`config.mk`:
```
export PLATFORM = sky130hd
export DESIGN_NAME = fifo_push_arbiter
export DESIGN_NICKNAME = d
export VERILOG_FILES = /design/src/rtl/fifo_push_arbiter.sv
export SDC_FILE = /design/constraint.sdc
export NUM_CORES = 1
export LEC_CHECK = 0
export ABC_AREA = 0
export ABC_CLOCK_PERIOD_IN_PS = 3390
export CORE_MARGIN = 2
export CORE_UTILIZATION = 33
export DETAILED_ROUTE_END_ITERATION = 8
export PLACE_DENSITY = 0.7
export SETUP_SLACK_MARGIN = 0.5
export SLEW_MARGIN = 20
export SYNTH_ARGS = -nofsm -noshare
export SYNTH_HDL_FRONTEND = slang
export SYNTH_SLANG_ARGS = --single-unit
```
`constraint.sdc`:
```
create_clock -name clk -period 3.39 [get_ports clk]
set_clock_uncertainty 0.15 [all_clocks]
set_input_delay 0.678 -clock clk [delete_from_list [all_inputs] [get_ports clk]]
set_output_delay 0.678 -clock clk [all_outputs]
set_load 0.02 [all_outputs]
```
`src/rtl/fifo_push_arbiter.sv`:
```
// rtl/fifo_push_arbiter.sv - round-robin arbiter sharing one FIFO push port between producers
module fifo_push_arbiter #(
    parameter int NUM_REQ    = 4,
    parameter int DATA_WIDTH = 16,
    parameter int DEPTH_BITS = 4
) (
    input  logic                          clk,
    input  logic                          rst,
    input  logic [NUM_REQ-1:0]            req,
    input  logic [NUM_REQ*DATA_WIDTH-1:0] req_data,
    input  logic                          hold,
    output logic [NUM_REQ-1:0]            grant,
    output logic [DATA_WIDTH-1:0]         fifo_val_in,
    output logic                          fifo_push,
    input  logic                          fifo_full,
    input  logic                          fifo_empty,
    input  logic                          fifo_pop,
    output logic [DEPTH_BITS:0]           level,
    output logic                          overflow_err
);

    localparam int PTR_W = (NUM_REQ > 1) ? $clog2(NUM_REQ) : 1;
    localparam logic [PTR_W:0] NREQ_W = (PTR_W+1)'(NUM_REQ);
    localparam logic [DEPTH_BITS:0] DEPTH = {1'b1, {DEPTH_BITS{1'b0}}};
    localparam logic [DEPTH_BITS:0] LVL_ONE = (DEPTH_BITS+1)'(1);

    logic [PTR_W-1:0]      rr_ptr;
    logic [PTR_W-1:0]      ptr_next;
    logic [PTR_W-1:0]      winner;
    logic [PTR_W:0]        idx_w;
    logic [NUM_REQ-1:0]    eligible;
    logic [NUM_REQ-1:0]    grant_next;
    logic [DATA_WIDTH-1:0] win_data;
    logic                  issue;
    logic                  pop_dec;
    logic [DEPTH_BITS:0]   level_next;

    // Masking the currently granted producer stops its old sample from being pushed twice.
    always_comb begin
        eligible   = (hold || level == DEPTH) ? '0 : (req & ~grant);
        issue      = 1'b0;
        winner     = '0;
        grant_next = '0;
        idx_w      = '0;
        for (int k = 0; k < NUM_REQ; k++) begin
            idx_w = {1'b0, rr_ptr} + (PTR_W+1)'(k);
            if (idx_w >= NREQ_W) idx_w = idx_w - NREQ_W;
            if (!issue && eligible[idx_w[PTR_W-1:0]]) begin
                issue                          = 1'b1;
                winner                         = idx_w[PTR_W-1:0];
                grant_next[idx_w[PTR_W-1:0]]   = 1'b1;
            end
        end
    end

    always_comb begin
        win_data = '0;
        for (int i = 0; i < NUM_REQ; i++) begin
            if (grant_next[i]) win_data = req_data[i*DATA_WIDTH +: DATA_WIDTH];
        end
        ptr_next = ({1'b0, winner} == NREQ_W - (PTR_W+1)'(1)) ? '0 : winner + PTR_W'(1);
    end

    // A pop is only honoured when the FIFO actually holds an entry.
    always_comb begin
        pop_dec    = fifo_pop && !fifo_empty && (level != '0);
        level_next = level;
        if (issue && !pop_dec)      level_next = level + LVL_ONE;
        else if (!issue && pop_dec) level_next = level - LVL_ONE;
    end

    always_ff @(posedge clk or negedge rst) begin
        if (!rst) begin
            grant        <= '0;
            fifo_push    <= 1'b0;
            fifo_val_in  <= '0;
            level        <= '0;
            overflow_err <= 1'b0;
            rr_ptr       <= '0;
        end else begin
            grant     <= grant_next;
            fifo_push <= issue;
            if (issue) begin
                fifo_val_in <= win_data;
                rr_ptr      <= ptr_next;
            end
            level        <= level_next;
            overflow_err <= overflow_err | (fifo_push & fifo_full);
        end
    end

endmodule

```
==> flow_metrics.py, run 1 <==
metrics = {
    "placed_design": {
        "portBuffers": 100,
        "hpwl_um": 5540,
        "place.gp.congestion": 0.941,
        "dp_cells": 419,
        "place_ws_ns": -0.114,
    },
    "synthesis": {
        "ys_ff_latch": 29,
        "synth.top_cell.area_share": 0.321,
        "synth-edff-count": 0,
        "synth_top_area_cell": "dfrtp_1",
        "synth_top_flop_cell": "dfrtp_1",
        "syn_inst": 239,
        "synth.yosys.seq_area_share": 0.321,
        "synth_area_mm2": 0.00226,
        "synth_area_leaders": "dfrtp_1 (32%), o311ai_0 (6.2%), a311oi_1 (5.4%), ha_1 (5.0%), nor3_1 (4.7%)",
        "ys_types": 49,
        "yosys_warnings": 0,
        "synthArstFlopShare": 1.00,
        "syn_avg_cell_area_um2": 9.45,
        "syn_nets": 323,
    },
    "floorplanning": {
        "num_rows": 30,
        "core_mm2": 0.00672,
        "die_h_um": 86.7,
        "dieArea_mm2": 0.00752,
        "initial_core_util": 0.336,
        "pin_count": 101,
        "die_w_um": 86.7,
    },
    "drt": {
        "drtPass1Iterations": 4,
        "detail-route-antenna-nets": 0,
        "drc": 0,
        "drt_wl_total_um": 8530,
        "drt_first_iter_violations": 178,
        "via_per_inst": 5.99,
        "via_count": 2691,
        "wl_per_cell_um": 19.0,
    },
    "finish": {
        "antenna-diode-count": 0,
        "layoutNonFillerInstCount": 449,
        "fillers": 559,
        "final_cell_mix": "clkdlybuf4s50_1 (96), buf_4 (29), dfrtp_1 (28), nor3_1 (20), nand3_1 (17)",
        "multi_input_area_mm2": 0.00163,
        "nets": 452,
        "drive_above_1_share": 0.290,
        "syn_to_final_growth_pct": 80.8,
        "layout.area.seq_um2": 727,
        "final_common_cell": "clkdlybuf4s50_1",
    },
    "setup_path": {
        "required_ns": 3.43,
        "crit_arrival_ns": 2.91,
        "cp-start-kind": "input port",
        "worstSetupPathType": "input port to flop",
        "cp_max_fo": 8,
        "r2r_slack_ns": 0.57,
        "end_kind": "flop",
    },
    "cts": {
        "root_buffer": "clkbuf_8",
        "clkSinkCount": 29,
        "numCtsBuffers": 5,
        "clk_path_buf_depth": 2,
        "clkTransAtPathRegs_ns": 0.07,
        "h-tree-depth": 2,
        "clk_latency_ns": 0.28,
        "cts_tree": "built",
    },
    "global_routing": {
        "grt_max_degree": 30,
        "grt_overflow": 0,
        "grt_pass1_wl_um": 12400,
        "antenna_found_initial": 0,
        "grt_pass1_vias": 2502,
        "grt_use_total": 0.209,
    },
    "run": {
        "drv_cap": 0,
    },
    "pwr": {
        "intPower_mw": 2.22,
        "leakagePower_nw": 1.60,
        "p_sw_mw": 1.64,
        "switching_share": 0.426,
        "peakVddDrop_v": 0.000433,
        "pwr-share-seq": 0.176,
        "combPwrFrac": 0.725,
        "clkPwrFrac": 0.099,
        "powerDensity_mw_per_mm2": 946,
    },
    "timing": {
        "fin_ws_ns": 0.527,
        "hold_violations": 0,
        "slew_headroom": 0.585,
        "slew_viol_final": 0,
        "setup_viol": 0,
        "fin_crit_ns": 2.86,
        "hold_slack_ns": 0.312,
        "clock.fmax_mhz": 349,
        "worst_pin_slew_ns": 0.615,
        "rsz0062_at_grt": "no",
        "fin_crit_sh": 0.844,
    },
    "worst_hold_path": {
        "hold_class": "flop to flop",
    },
    "outcome": {
        "status": "complete, no violations",
    },
}
-- kinds of logic (layout without fill, tap and decap cells) --
group | Yosys count | in the layout | share of synthesized area
flops | 29 | 29 | 0.321
buf+inv | 28 | 158 | 0.0676
fa+ha+maj | 10 | 10 | 0.0587
mux | 7 | 7 | 0.0482
xor+xnor | 6 | 6 | 0.0233
simple gates | 73 | 73 | 0.170
compound gates | 86 | 86 | 0.311
-- metal layers --
layer	wire (µm)	track usage	share of wire	vias up
met2	4090	0.331	0.48	143
met4	63	0.0426	0.0074	0
met5	0	0	0	-
li1	-	-	-	1225
met3	595	0.0419	0.070	6
met1	3780	0.296	0.44	1317
-- sequential cells by signal, indices dropped and copies added, names as in the netlist, named ones only --
| name | flops |
|---|---|
| fifo_val_in | 16 |
| level | 5 |
| rr_ptr | 1 |
| overflow_err | 1 |
| grant | 4 |
| fifo_push | 1 |
-- cell usage after synthesis, types with 2 or more instances --
master,instances
xor2_1,2
nand3_1,17
nor4_1,6
o31ai_4,2
a21boi_0,2
buf_2,4
buf_6,4
o211ai_1,2
a31oi_1,3
a21oi_1,6
and3_1,2
a21o_1,6
nand2_1,9
nor3_1,21
nand3b_1,2
o311ai_0,16
a311oi_1,14
ha_1,9
nand2b_1,5
buf_4,3
inv_1,4
dfrtp_1,29
nor2_1,5
a211oi_1,2
nor2b_1,4
o21ai_0,4
mux4_2,3
xnor2_1,4
inv_2,2
o22ai_1,16
clkbuf_1,9
mux2i_1,3
o311a_1,2
a21boi_1,2
-- critical path, cell delays in order --
cell	delay [ns]
dlygate4sd2_1	0.25
nor2b_4	0.22
mux4_2	0.31
buf_4	0.13
nor2_4	0.04
buf_4	0.12
a22o_2	0.25
o31ai_4	0.30
clkbuf_16	0.22
nand3_1	0.11
a311oi_2	0.27
-- metrics by stage --
stage	TNS [ns]	utilization	power (mW)	cell area, µm²
after floorplan	0	-	2.03	2300
after global placement	-0.334	0.515	2.76	3460
after detailed placement	-1.20	0.515	2.81	3460
after CTS	0	0.574	3.52	3850
after global routing	0	0.608	4.08	4080
final	0	0.608	3.86	4080
-- final cells by class --
type,count,area share
Clock buffer,7,0.0211
Clock inverter,1,0.00735
Inverter,7,0.0110
Multi-Input combinational cell,182,0.400
Sequential cell,29,0.178
Tap cell,80,0.0245
Timing Repair Buffer,143,0.358
-- worst paths after layout --
kind / start / endpoint / cells after the start
max in group asynchronous: rst / rr_ptr[1] / 2
min in group asynchronous: rst / level[1] / 2
max reg2reg: rr_ptr[1] / fifo_val_in[9] / 13
min reg2reg: overflow_err / overflow_err / 1
min: overflow_err / overflow_err / 1
max: req[2] / fifo_val_in[6] / 11
-- power groups by stage --
stage | Sequential (mW) | Clock, mW | Combinational [mW]
2_1_floorplan | 0.825 | 0 | 1.21
3_3_place_gp | 0.656 | 0 | 2.10
3_5_place_dp | 0.657 | 0 | 2.15
4_1_cts | 0.661 | 0.385 | 2.47
5_1_grt | 0.697 | 0.404 | 2.98
6_report | 0.679 | 0.381 | 2.80
-- what timing repair did --
item,CTS,global route
hold buffers,0,0
gates resized for setup,38,31
pin swaps,12,18
setup buffers,11,8
gates cloned,2,1
endpoints found under the setup margin,18,18
Power figures use the tool's default switching activity.
==> inputs of run 2 (changes only) <==
ABC_CLOCK_PERIOD_IN_PS = 2700   (was 3390)
PLACE_DENSITY = 0.68   (was 0.7)
clock period = 2.7 ns   (was 3.39 ns; I/O delays follow)
==> run 2 against run 1 <==
The flow now finishes with violations (negative setup slack); critical endpoint is now fifo_val_in[7]; combinational power grew 56%; final cell count rose by 11%; die area unchanged.
==> flow_metrics.py, run 2 (same netlist as run 1, synthesis figures left out) <==
metrics = {
    "outcome": {
        "status": "finished with violations",
        "violations": "negative setup slack",
    },
    "global_routing": {
        "grt_overflow": 0,
        "grt_use_total": 0.251,
        "grt_pass1_vias": 2961,
        "grt_pass1_wl_um": 14800,
        "grt_max_degree": 30,
        "antenna_found_initial": 0,
    },
    "timing": {
        "hold_violations": 0,
        "setup_viol": 15,
        "hold_slack_ns": 0.305,
        "fin_tns_setup_ns": -0.523,
        "fin_crit_sh": 1.02,
        "fin_crit_ns": 2.75,
        "slew_headroom": 0.601,
        "worst_pin_slew_ns": 0.592,
        "slew_viol_final": 0,
        "fin_ws_ns": -0.0533,
        "rsz0062_at_grt": "yes",
        "clock.fmax_mhz": 363,
    },
    "finish": {
        "final_common_cell": "clkdlybuf4s50_1",
        "nets": 502,
        "fillers": 463,
        "top_register": "fifo_val_in",
        "layout.area.seq_um2": 729,
        "largest_reg_flops": 16,
        "syn_to_final_growth_pct": 110,
        "drive_above_1_share": 0.449,
        "antenna-diode-count": 0,
        "multi_input_area_mm2": 0.00185,
        "final_cell_mix": "clkdlybuf4s50_1 (95), buf_4 (63), dfrtp_1 (26), buf_6 (21)",
        "layoutNonFillerInstCount": 499,
        "fin_util": 0.705,
        "reg_top3": "fifo_val_in (16), level (5), grant (4)",
    },
    "drt": {
        "drtPass1Iterations": 4,
        "via_count": 2871,
        "drt_first_iter_violations": 145,
        "drc": 0,
        "detail-route-antenna-nets": 0,
        "drt_wl_total_um": 10100,
        "via_per_inst": 5.75,
        "wl_per_cell_um": 20.2,
    },
    "floorplanning": {
        "die_w_um": 86.7,
        "initial_core_util": 0.336,
        "pin_count": 101,
        "core_mm2": 0.00672,
        "die_h_um": 86.7,
        "dieArea_mm2": 0.00752,
        "num_rows": 30,
    },
    "cts": {
        "numCtsBuffers": 5,
        "clk_path_buf_depth": 2,
        "h-tree-depth": 2,
        "root_buffer": "clkbuf_8",
        "clk_latency_ns": 0.29,
        "cts-hold-fix-buffers": 0,
        "clkSinkCount": 29,
        "cts_tree": "built",
        "clkTransAtPathRegs_ns": 0.07,
    },
    "setup_path": {
        "cp_max_fo": 8,
        "crit_slowest_cell": "dfrtp_1",
        "required_ns": 2.69,
        "timing.rr.end": "fifo_val_in[7]",
        "cp-start-kind": "flop",
        "cp_top_family": "compound AO/OA/AOI/OAI gates",
        "crit_chain": "clkinv_4 > ha_4 > nand2b_4 > nor4_2 > o31ai_1 > buf_4 > buf_6 > nand2_4 > a311oi_4 > and3_4 > buf_12 > a311oi_2",
        "path_buf_inv": 4,
        "r2r_cells": 12,
        "r2r_slack_ns": -0.05,
        "crit_arrival_ns": 2.75,
        "worstSetupPathType": "flop to flop",
        "end_kind": "flop",
        "slowest_delay_ns": 0.41,
    },
    "placed_design": {
        "place.gp.congestion": 0.871,
        "dp_cells": 452,
        "place_ws_ns": -0.599,
        "hpwl_um": 6100,
        "portBuffers": 100,
    },
    "pwr": {
        "powerDensity_mw_per_mm2": 1210,
        "leakagePower_nw": 1.90,
        "peakVddDrop_v": 0.000631,
    },
    "worst_hold_path": {
        "holdPathEnd": "overflow_err",
        "hold_class": "flop to flop",
        "hold_start": "overflow_err",
        "min_path_cells": 1,
    },
    "run": {
        "drv_cap": 0,
    },
}
run 2: cell count changes in the layout (fill, tap and decap cells not counted), sizes merged:
cell           delta
dlymetal6s2s      +1
dlygate4sd2       -2
buf              +54
inv               -1
clkinv            +1
clkbuf            -1
bufbuf            -1
clkdlybuf4s50     -1
run 2: worst max-delay path by stage:
| stage | startpoint | slack (ns) | depth (start not counted) | end |
|---|---|---|---|---|
| 2_1_floorplan | req[0] | -0.09 | 14 | level[4] |
| 6_report | flop | -0.05 | 12 | fifo_val_in[7] |
| 4_1_cts | grant[0] | 0.04 | 11 | fifo_val_in[0] |
| 5_1_grt | flop | -0.14 | 12 | fifo_val_in[2] |
| 3_3_place_gp | req[0] | -0.57 | 10 | fifo_val_in[10] |
| 3_5_place_dp | req[0] | -0.60 | 9 | fifo_val_in[0] |
run 2: final cells by class:
type                    instances  area share
inverters                       7      0.0111
flip-flops and latches         29       0.154
multi-input cells             182       0.391
repair buffers                193       0.398
well taps                      80      0.0211
clock buffers                   7      0.0182
clock inverters                 1     0.00634
run 2: worst register-to-register path, cell delays in order (launching register included):
cell      delay, ns
dfrtp_1        0.41
clkinv_4       0.07
ha_4           0.30
nand2b_4       0.14
nor4_2         0.05
o31ai_1        0.25
buf_4          0.17
buf_6          0.11
nand2_4        0.06
a311oi_4       0.36
and3_4         0.29
buf_12         0.15
a311oi_2       0.09
run 2: metal layers:
layer | global-route usage | vias up | share of wire
met5 | 0 | - | 0
met4 | 0.114 | 0 | 0.043
met3 | 0.0543 | 38 | 0.053
met2 | 0.417 | 119 | 0.50
met1 | 0.310 | 1390 | 0.41
li1 | - | 1324 | -
run 2: per-stage QoR:
| stage | total power, mW | cell area, µm² |
|---|---|---|
| after floorplan | 2.68 | 2370 |
| final | 5.72 | 4740 |
| after global placement | 3.82 | 3750 |
| after detailed placement | 3.89 | 3750 |
| after global routing | 6.03 | 4740 |
| after CTS | 5.19 | 4430 |
run 2: timing repair:
action / 4_1_cts / 5_1_grt
setup buffers: 24 / 13
endpoints found under the setup margin: 26 / 27
gates resized for setup: 74 / 49
gates cloned: 2 / 0
pin swaps: 37 / 23
run 2: power by group:
part           internal (mW)  switching [mW]  total (mW)
Combinational           2.32            2.04        4.37
Sequential             0.656           0.204       0.860
Clock                  0.301           0.187       0.488
Total                   3.28            2.44        5.72
==> inputs of run 3 (changes only) <==
CORE_MARGIN = 5   (was 2)
==> run 3 against run 2 <==
The run still ends with negative setup slack left; sequential power fell by 3.5%; clock-buffer cell count is 2 lower; non-clock buffer count is 20 lower; design area fell by 8.4%; hold slack improved by 0.013 ns; critical path depth down 2; setup slack improved by 0.0040 ns; final cell count down 4.0%; register-to-register slack better by 0.02 ns; clock power fell by 25%; die area rose by 14%; critical path type is now input port to flop.
==> flow_metrics.py, run 3 (same netlist as run 1, synthesis figures left out) <==
metrics = {
    "setup_path": {
        "r2r_start": "rr_ptr[1]",
        "required_ns": 2.73,
        "worstSetupStartpoint": "req[3]",
        "cp-start-kind": "input port",
        "r2r_slack_ns": -0.03,
        "endpoint": "fifo_val_in[0]",
        "timing.rr.end": "fifo_val_in[0]",
        "r2r_cells": 10,
        "end_kind": "flop",
        "crit_arrival_ns": 2.78,
        "worstSetupPathType": "input port to flop",
        "cp_max_fo": 9,
    },
    "cts": {
        "h-tree-depth": 2,
        "numCtsBuffers": 5,
        "clkTransAtPathRegs_ns": 0.07,
        "clkSinkCount": 29,
        "clk_latency_ns": 0.29,
        "clk_path_buf_depth": 2,
        "cts_tree": "built",
        "root_buffer": "clkbuf_8",
    },
    "finish": {
        "final_common_cell": "clkdlybuf4s50_1",
        "reg_top3": "fifo_val_in (16), level (5), grant (4)",
        "final_cell_mix": "clkdlybuf4s50_1 (95), buf_4 (54), dfrtp_1 (27), o22ai_1 (16), nand3_1 (15)",
        "nets": 482,
        "top_register": "fifo_val_in",
        "drive_above_1_share": 0.381,
        "largest_reg_flops": 16,
        "antenna-diode-count": 0,
        "syn_to_final_growth_pct": 92.1,
        "fin_util": 0.646,
    },
    "pwr": {
        "powerDensity_mw_per_mm2": 1170,
        "leakagePower_nw": 1.73,
        "peakVddDrop_v": 0.000536,
    },
    "global_routing": {
        "grt_max_degree": 30,
        "grt_overflow": 0,
        "grt_pass1_vias": 2893,
        "antenna_found_initial": 0,
        "grt_pass1_wl_um": 14500,
        "grt_use_total": 0.212,
    },
    "floorplanning": {
        "core_mm2": 0.00672,
        "num_rows": 30,
        "initial_core_util": 0.336,
        "pin_count": 101,
        "die_w_um": 92.7,
        "dieArea_mm2": 0.00860,
        "die_h_um": 92.7,
    },
    "timing": {
        "rsz0062_at_grt": "yes",
        "setup_viol": 2,
        "slew_viol_final": 0,
        "clock.fmax_mhz": 364,
        "hold_violations": 0,
        "slew_headroom": 0.671,
        "fin_crit_ns": 2.75,
        "fin_tns_setup_ns": -0.0501,
        "worst_pin_slew_ns": 0.487,
        "fin_ws_ns": -0.0494,
        "fin_crit_sh": 1.02,
    },
    "worst_hold_path": {
        "min_path_cells": 1,
        "hold_class": "flop to flop",
    },
    "drt": {
        "via_per_inst": 5.77,
        "drt_first_iter_violations": 143,
        "drc": 0,
        "wl_per_cell_um": 19.6,
        "via_count": 2766,
        "drtPass1Iterations": 4,
        "detail-route-antenna-nets": 0,
        "drt_wl_total_um": 9370,
    },
    "run": {
        "drv_cap": 0,
    },
    "outcome": {
        "status": "finished with violations",
        "violations": "negative setup slack",
    },
    "placed_design": {
        "hpwl_um": 6230,
        "place.gp.congestion": 0.912,
        "portBuffers": 100,
    },
}
-- run 3: cell types whose count changed in the layout (fill, tap and decap cells not counted), sizes merged --
cell,change
clkinvlp,+1
clkinv,+2
dlygate4sd2,-1
clkbuf,-2
bufinv,-1
clkdlybuf4s15,+1
buf,-20
-- run 3: layer usage --
layer	wire length (µm)	part of all wire	track usage
met2	4690	0.50	0.342
met4	209	0.022	0.0830
met3	697	0.074	0.0439
met1	3780	0.40	0.277
met5	0	0	0
-- run 3: power breakdown --
group | leakage (nW) | switching, mW | total (mW) | internal, mW
combinational | 1.34 | 1.86 | 3.88 | 2.02
clock | 0.0439 | 0.186 | 0.364 | 0.178
sequential | 0.350 | 0.176 | 0.830 | 0.654
-- run 3: stage by stage --
step                hold WS (ns)  setup WS, ns  power, mW  area (µm²)  cells
floorplan                 0.0944       -0.0937       2.68        2370    239
global placement           0.289        -0.491       3.81        3730    448
detailed placement         0.309        -0.531       3.87        3730    448
CTS                        0.325        0.0565       4.71        4120    472
global route               0.354       -0.0962       5.35        4340    479
finish                     0.318       -0.0494       5.08        4340    479
-- run 3: layout make-up --
| type | count | area [µm²] |
|---|---|---|
| fill | 532 | 2380 |
| tap | 80 | 100 |
| inverter | 7 | 36.3 |
| sequential | 29 | 728 |
| clock inverter | 3 | 17.5 |
| multi-input combinational | 182 | 1720 |
| timing repair buffer | 173 | 1660 |
| clock buffer | 5 | 68.8 |
-- run 3: how the worst min path moves through the flow --
stage,start,endpoint,slack (ns)
floorplan,rst,asynchronous set/reset pin,0.09
global placement,overflow_err,overflow_err,0.29
detailed placement,overflow_err,overflow_err,0.31
CTS,overflow_err,overflow_err,0.33
global route,overflow_err,overflow_err,0.35
finish,overflow_err,overflow_err,0.32
-- run 3: repair_timing --
item / 4_1_cts / 5_1_grt
buffers inserted: 13 / 7
gates cloned: 3 / 0
resized for setup: 48 / 41
setup endpoints to repair: 26 / 25
hold buffers: 0 / 0
pin swaps: 11 / 27
-- run 3: worst max-delay path, cell delays in order --
cell,delay [ns]
clkdlybuf4s15_1,0.23
nor2b_4,0.16
mux4_2,0.53
buf_4,0.17
a22o_4,0.28
o31ai_4,0.20
buf_4,0.17
buf_12,0.12
nand3_2,0.10
a311oi_2,0.28
